[src/rtl/d_reg_pipe_reset_preset_if.sv]
// Data/control bundle for the d_reg_pipe_reset_preset register pipeline.
// master = producer/consumer side, slave = the pipeline itself.
interface d_reg_pipe_reset_preset_if #(
    parameter int WIDTH = 8,
    parameter int CNT_W = 2
);
    logic             clear_in;
    logic             preset_in;
    logic             en_in;
    logic [WIDTH-1:0] d_in;
    logic             valid_in;
    logic [WIDTH-1:0] q_out;
    logic             valid_out;
    logic [CNT_W-1:0] count_out;

    modport master (
        output clear_in, preset_in, en_in, d_in, valid_in,
        input  q_out, valid_out, count_out
    );

    modport slave (
        input  clear_in, preset_in, en_in, d_in, valid_in,
        output q_out, valid_out, count_out
    );
endinterface

[src/rtl/d_reg_pipe_reset_preset.sv]
// WIDTH-bit, DEPTH-stage registered delay line with per-stage valid bits,
// stall, flush, preset-to-constant and a registered occupancy count.
module d_reg_pipe_reset_preset #(
    parameter int               WIDTH      = 8,
    parameter int               DEPTH      = 3,
    parameter logic [WIDTH-1:0] RESET_VAL  = '0,
    parameter logic [WIDTH-1:0] PRESET_VAL = WIDTH'(8'hA5),
    parameter int               CNT_W      = $clog2(DEPTH+1)
) (
    input  logic                      clk,
    input  logic                      reset_in,
    d_reg_pipe_reset_preset_if.slave  bus
);
    logic [DEPTH-1:0][WIDTH-1:0] data_q, data_d;
    logic [DEPTH-1:0]            vld_q, vld_d;
    logic [CNT_W-1:0]            cnt_q, cnt_d;

    always_comb begin
        data_d = data_q;
        vld_d  = vld_q;
        cnt_d  = cnt_q;
        if (bus.clear_in) begin
            data_d = {DEPTH{RESET_VAL}};
            vld_d  = '0;
            cnt_d  = '0;
        end else if (bus.preset_in) begin
            data_d = {DEPTH{PRESET_VAL}};
            vld_d  = '1;
            cnt_d  = CNT_W'(DEPTH);
        end else if (bus.en_in) begin
            data_d[0] = bus.d_in;
            vld_d[0]  = bus.valid_in;
            for (int i = 1; i < DEPTH; i++) begin
                data_d[i] = data_q[i-1];
                vld_d[i]  = vld_q[i-1];
            end
            // One entry in, the last stage's entry out: count stays equal to popcount(vld_q).
            cnt_d = cnt_q + CNT_W'(bus.valid_in) - CNT_W'(vld_q[DEPTH-1]);
        end
    end

    always_ff @(posedge clk) begin
        if (reset_in) begin
            data_q <= {DEPTH{RESET_VAL}};
            vld_q  <= '0;
            cnt_q  <= '0;
        end else begin
            data_q <= data_d;
            vld_q  <= vld_d;
            cnt_q  <= cnt_d;
        end
    end

    assign bus.q_out     = data_q[DEPTH-1];
    assign bus.valid_out = vld_q[DEPTH-1];
    assign bus.count_out = cnt_q;
endmodule
[src/flat_wrapper.sv]
// flat-port wrapper written by rule: the top's interface ports become plain ports
module d_reg_pipe_reset_preset_flat 
#(
    parameter int               WIDTH      = 8,
    parameter int               DEPTH      = 3,
    parameter logic [WIDTH-1:0] RESET_VAL  = '0,
    parameter logic [WIDTH-1:0] PRESET_VAL = WIDTH'(8'hA5),
    parameter int               CNT_W      = $clog2(DEPTH+1)
)
  (clk, reset_in, bus_clear_in, bus_preset_in, bus_en_in, bus_d_in, bus_valid_in, bus_q_out, bus_valid_out, bus_count_out);
  d_reg_pipe_reset_preset_if #(.WIDTH(WIDTH), .CNT_W(CNT_W)) bus_i ();
  input  logic clk;
  input  logic reset_in;
  input wire logic [$bits(bus_i.clear_in)-1:0] bus_clear_in;
  input wire logic [$bits(bus_i.preset_in)-1:0] bus_preset_in;
  input wire logic [$bits(bus_i.en_in)-1:0] bus_en_in;
  input wire logic [$bits(bus_i.d_in)-1:0] bus_d_in;
  input wire logic [$bits(bus_i.valid_in)-1:0] bus_valid_in;
  output wire logic [$bits(bus_i.q_out)-1:0] bus_q_out;
  output wire logic [$bits(bus_i.valid_out)-1:0] bus_valid_out;
  output wire logic [$bits(bus_i.count_out)-1:0] bus_count_out;
  assign bus_i.clear_in = bus_clear_in;
  assign bus_i.preset_in = bus_preset_in;
  assign bus_i.en_in = bus_en_in;
  assign bus_i.d_in = bus_d_in;
  assign bus_i.valid_in = bus_valid_in;
  assign bus_q_out = bus_i.q_out;
  assign bus_valid_out = bus_i.valid_out;
  assign bus_count_out = bus_i.count_out;
  d_reg_pipe_reset_preset #(.WIDTH(WIDTH), .DEPTH(DEPTH), .RESET_VAL(RESET_VAL), .PRESET_VAL(PRESET_VAL), .CNT_W(CNT_W)) u_core (.clk(clk), .reset_in(reset_in), .bus(bus_i));
endmodule
[config.mk]
export PLATFORM = sky130hd
export DESIGN_NAME = d_reg_pipe_reset_preset_flat
export DESIGN_NICKNAME = d
export VERILOG_FILES = /design/src/rtl/d_reg_pipe_reset_preset_if.sv /design/src/rtl/d_reg_pipe_reset_preset.sv /design/src/flat_wrapper.sv
export SDC_FILE = /design/constraint.sdc
export NUM_CORES = 1
export LEC_CHECK = 0
export BUFFER_PORTS_ARGS = -buffer_cell sky130_fd_sc_hd__buf_2
export CORE_UTILIZATION = 40
export CTS_BUF_LIST = sky130_fd_sc_hd__clkbuf_4 sky130_fd_sc_hd__clkbuf_8
export CTS_CLUSTER_SIZE = 30
export DETAILED_ROUTE_END_ITERATION = 7
export HOLD_SLACK_MARGIN = 0.08
export PLACE_DENSITY_LB_ADDON = 0.12
export SYNTH_ARGS = -nofsm -noshare
export SYNTH_HDL_FRONTEND = slang
export SYNTH_SLANG_ARGS = --single-unit
export TNS_END_PERCENT = 100
[constraint.sdc]
create_clock -name clk -period 4.2 [get_ports clk]
set_input_delay 0.42 -clock clk [delete_from_list [all_inputs] [get_ports clk]]
set_output_delay 0.42 -clock clk [all_outputs]
set_load 0.02 [all_outputs]
# --- Yosys cells after proc, flatten, opt, wreduce, memory -nomap -nowiden ---
# Index checks and enable logic that the tools add are counted.
word_totals:
  inputBits: 14
  regBits: 29
  wordCells: 19
  output_inout_bits: 11
classes:
  n_addsub: 2
  mux: 6
  n_reduce_logical: 3
ops:
  columns: ["cell", "n"]
  rows:
  - ["$mux W24", 2]
  - ["$mux W3", 2]
  - ["$mux W2", 2]
  - ["$reduce_or A3 Y1", 1]
  - ["$add A2 B1 Y2", 1]
  - ["$reduce_bool A2 Y1", 1]
  - ["$reduce_or A2 Y1", 1]
  - ["$sub A2 B1 Y2", 1]

# --- Depth between registers and ports, before layout ---
logic_depth:
  depth_word: 4
  ltp_mapped: 7
  ltp_nobuf: 7

# --- Worst setup path before layout ---
# No wires, ideal clock.
synth_path:
  path_type: "register to register"
  start: "register u_core.cnt_q[0] (netlist: u_core.bus.count_out[0])"
  end: "register u_core.cnt_q[1] (netlist: u_core.bus.count_out[1])"
  path_buffers: 0
  stages_incl_launch_ff: 7
  synth_period_minus_slack_ns: 1.502
  path_slack_ns: 2.698
  arrival_time_ns: 1.380
  setup_time_ns: 0.122
  required_time_ns: 4.078
  cell_sequence: "dfxtp_1 > inv_1 > ha_1 > inv_1 > ha_1 > xor2_1 > o311a_1"
synth_via:
  elab_chain_len: 4
synth_lines:
  columns: ["element", "line_no", "text"]
  rows:
  - ["start, declared", "d_reg_pipe_reset_preset.sv:16", "logic [CNT_W-1:0] cnt_q, cnt_d;"]
  - ["start signal, assigned", "d_reg_pipe_reset_preset.sv:50", "cnt_q <= cnt_d;"]
  - ["$add A2 B1 Y2", "d_reg_pipe_reset_preset.sv:38", "cnt_d = cnt_q + CNT_W'(bus.valid_in) - CNT_W'(vld_q[DEPTH-1]);"]
  - ["$sub A2 B1 Y2", "d_reg_pipe_reset_preset.sv:38", null]
  - ["$mux W2", "d_reg_pipe_reset_preset.sv:30", "end else if (bus.en_in) begin"]
  - ["$mux W2", "d_reg_pipe_reset_preset.sv:26", "end else if (bus.preset_in) begin"]
# No other way between the ends. The select of a mux whose other input is x is not followed.
# A chain may end at the register's enable or synchronous reset.

# --- Worst setup path in the final report ---
# Ends and elaborated chain as after synthesis.

==> results by stage <==
Synthesis:
- The number of storage elements in the synthesis netlist is 29.
- The most used flip-flop cell after synthesis is sky130_fd_sc_hd__dfxtp_1.
- The sequential element share of the synthesized area is 43.0%.
- The mean area per synthesized cell is 10.4 µm².
- The count of different cell masters after synthesis is 18.
- The net count after synthesis is 146.
- The async set-reset flop share out of synthesis is 0%.
- The commonest cells after synthesis are 29 x sky130_fd_sc_hd__dfxtp_1, 29 x sky130_fd_sc_hd__nor2_1, 16 x sky130_fd_sc_hd__nor2b_1.
- The proportion of netlist area held by the largest area contributor is 43.0%.
- The post-synthesis instance area is 0.00135 mm².
- After synthesis, the cell types taking the most area are sky130_fd_sc_hd__dfxtp_1 43%, sky130_fd_sc_hd__a211oi_2 14%, sky130_fd_sc_hd__mux2i_1 8.9%, sky130_fd_sc_hd__nor2_1 8.1%, sky130_fd_sc_hd__nor2b_1 7.4%.
- For this run, the number of Yosys warnings is 0.
- Of all cell types, the one taking the most synthesized area is sky130_fd_sc_hd__dfxtp_1.
- The number of cells produced by synthesis is 130.
- Yosys mapped a number of flops with a built-in enable equal to 0.

Cells and area:
- The post-route cell area is 0.00142 mm².
- The share of final-layout standard cells stronger than drive strength 1 is 32.9%.
- The number of nets in the final layout is 159.
- Compared with the post-synthesis result, the final layout area differs by 5.18%.
- The number of diodes added for antenna fixing is 0.
- For this run, the number of standard cells in the final layout without fillers is 187.

Clocking:
- For this design, the CTS-stage hold fixing added 0 buffers.
- The root buffer cell chosen for the clock tree is sky130_fd_sc_hd__clkbuf_4.
- The CTS H-tree depth is 2.
- At the later pin of the worst-skew pair, clock insertion delay measures 0.32 ns.
- TritonCTS created 5 clock buffers.
- The sink count of the clock tree is 29.
- The post-cts gate resize count is 0.
- Clock-pin slew was measured on the worst setup and hold paths at 0.08 ns.
- The TritonCTS clock tree is built.
- No sink is reached through more buffers than the 2 on the longest clock path.
- The number of setup buffers added after CTS is 0.

Worst setup path:
- Data arrives at the worst endpoint at 1.71 ns.
- Traced cell by cell, the critical path runs through inv_1 -> ha_1 -> inv_1 -> ha_1 -> xor2_1 -> nand4b_1 -> o311a_1.
- The maximum fanout count along the critical path is 3.
- The endpoint type of the worst setup path is a flop.
- The reg-to-reg critical path startpoint is u_core.bus.count_out[0].
- Together, buffers and inverters on the worst path number 2.
- Grouping stages by cell kind, the critical path spends the most delay in adder cells.
- In this run the worst setup path begins at u_core.bus.count_out[0].
- STA puts the critical path data required time at 4.41 ns.
- The slowest stage of the critical path belongs to the cell sky130_fd_sc_hd__dfxtp_1.
- The sort of element at the start of the critical path is a flop.
- The worst setup path is of the reg -> reg kind.
- In this design, the stage delay of the slowest critical-path cell is 0.36 ns.

Global route:
- The number of global-route vias before repair is 784.
- The initial antenna violation count came to 0.
- The maximum number of pins on one net before global-route repair is 47.
- The global-route wire length before repair is 3410 µm.
- The total overflow left after global routing is 0.
- Global routing consumed, over all layers together, 13.5% of the routing resources.

Place:
- OpenSTA, run right after detailed placement, puts the worst setup slack at 2.43 ns.
- Detailed placement finished with a half-perimeter wire length of 1330 µm.
- In this run the cell area measured after placement is 0.00136 mm².
- The count of buffers inserted at the top-level ports is 24.
- At the end of routability-driven placement, the weighted congestion stood at 0.597.
- The cell total after placement is 180.

Floorplanning:
- In this run the standard cell core region covers 0.00313 mm².
- The overall die area is 0.00361 mm².
- The standard-cell row count is 20.
- 25 I/O pins were placed.
- The width of the die is 60.1 µm.
- The initial core utilization is 43.2%.
- The die height is 60.1 µm.

Pwr:
- The leakage power total is 0.000602 µW.
- Total power for the finished layout comes to 522 µW.
- Power spread over the standard cell area amounts to 367 mW/mm².
- VDD sags by at most 0.214 mV.

STA:
- The setup clock skew after layout is 0.00259 ns.
- The hold violation count in the final report came to 0.
- Static timing analysis puts the maximum clock frequency at 667 MHz.
- The relative slew slack is 32.7%.
- In the finished design, the share of the clock period the worst path needs comes to 35.7%.
- The number of endpoints failing setup at the final stage is 0.
- Setup slack closes at 2.70 ns.
- The max-slew violation count was 0.
- The shortest clock period the worst path allows after layout is 1.50 ns.
- Summed over all failing endpoints, the final setup total negative slack is 0 ns.
- Setup repair after global routing left no endpoint under its margin.
- At the pin with the least slew margin, the transition time is 1.01 ns.

Drt:
- The first detailed-routing pass ran for 3 iterations.
- The routed design has 2000 µm of wire.
- The via count is 875.
- After detailed routing, the average wire length per cell comes to 10.7 µm.
- The remaining antenna violation count after routing is 0.
- The first routing iteration left 36 violations.
- In the routed layout, each cell is associated on average with a via count of 4.68.
- The residual DRC count is 0.

Min path:
- The worst hold path begins at bus_d_in[4].
- The type of the most critical hold path is in -> reg.

Outcome:
- The flow ran to the end, and the final reports show no timing, DRC or antenna violations.

Job:
- The number of maximum-capacitance violations is 0.
## per-layer routing
metal  up-vias  track usage, %  wire, µm  share of wire [%]
li1        456               -         -                  -
met5         -               0         0                  0
met2        16            20.9       888                 44
met1       395            14.8       956                 48
met4         0            11.0        65                3.3
met3         8            4.55        89                4.5
## placed cells by master, fill, tap and decap left out, types with 2 or more instances in the layout
cell type                   n
sky130_fd_sc_hd__inv_1      2
sky130_fd_sc_hd__buf_2     24
sky130_fd_sc_hd__a211oi_2  15
sky130_fd_sc_hd__nor2b_1   16
sky130_fd_sc_hd__dfxtp_1   29
sky130_fd_sc_hd__mux2i_1   12
sky130_fd_sc_hd__ha_1       2
sky130_fd_sc_hd__clkbuf_4   6
sky130_fd_sc_hd__nor2_1    29
## state kept, by name, summed over array words and instances, names as in the netlist
register / flops
u_core.bus.count_out: 2
u_core.bus.q_out: 8
u_core.data_q: 16
u_core.vld_q: 3
## logic make-up after synthesis
group                    synth area share [%]
AO/OA/AOI/OAI                            15.2
XOR/XNOR                                0.648
adder cells (fa/ha/maj)                  1.85
buffers and inverters                    12.7
flip-flops                               43.0
multiplexers                             8.89
AND/OR/NAND/NOR                          17.8
## where the power goes
part,internal [µW],switching [µW],leakage (µW)
registers,284,5.44,0.000237
clock network,85.3,87.1,0.0000348
logic,26.9,33.3,0.000330
## per-stage QoR
stage | hold slack, ns | util, %
floorplan | 0.453 | -
global placement | 0.474 | 43.6
detailed placement | 0.474 | 43.6
CTS | 0.327 | 45.4
global route | 0.337 | 45.4
finish | 0.335 | 45.4
## layout make-up
type,instances,area (µm²)
flip-flops and latches,29,581
well taps,44,55.1
clock buffers,7,58.8
fillers,322,1710
multi-input cells,81,599
repair buffers,24,120
inverters,2,7.51
## worst register-to-register path: cells and delay by family (launching register included)
kind	cells	cell delay [ns]
and+or+nand+nor	1	0.11
xor gates and xnor gates	1	0.20
buffers and inverters	2	0.11
adders and majority gates	2	0.44
AOI/OAI and AO/OA	1	0.17
DFF	1	0.36
## path summary, 6_finish.rpt
path	cells after the start	slack, ns	endpoint
setup reg to reg	7	2.70	u_core.bus.count_out[1]
hold / removal	3	0.33	u_core.data_q[4]
hold reg to reg	2	0.49	u_core.bus.q_out[1]
setup / recovery	7	2.70	u_core.bus.count_out[1]
Power figures use the tool's default switching activity.
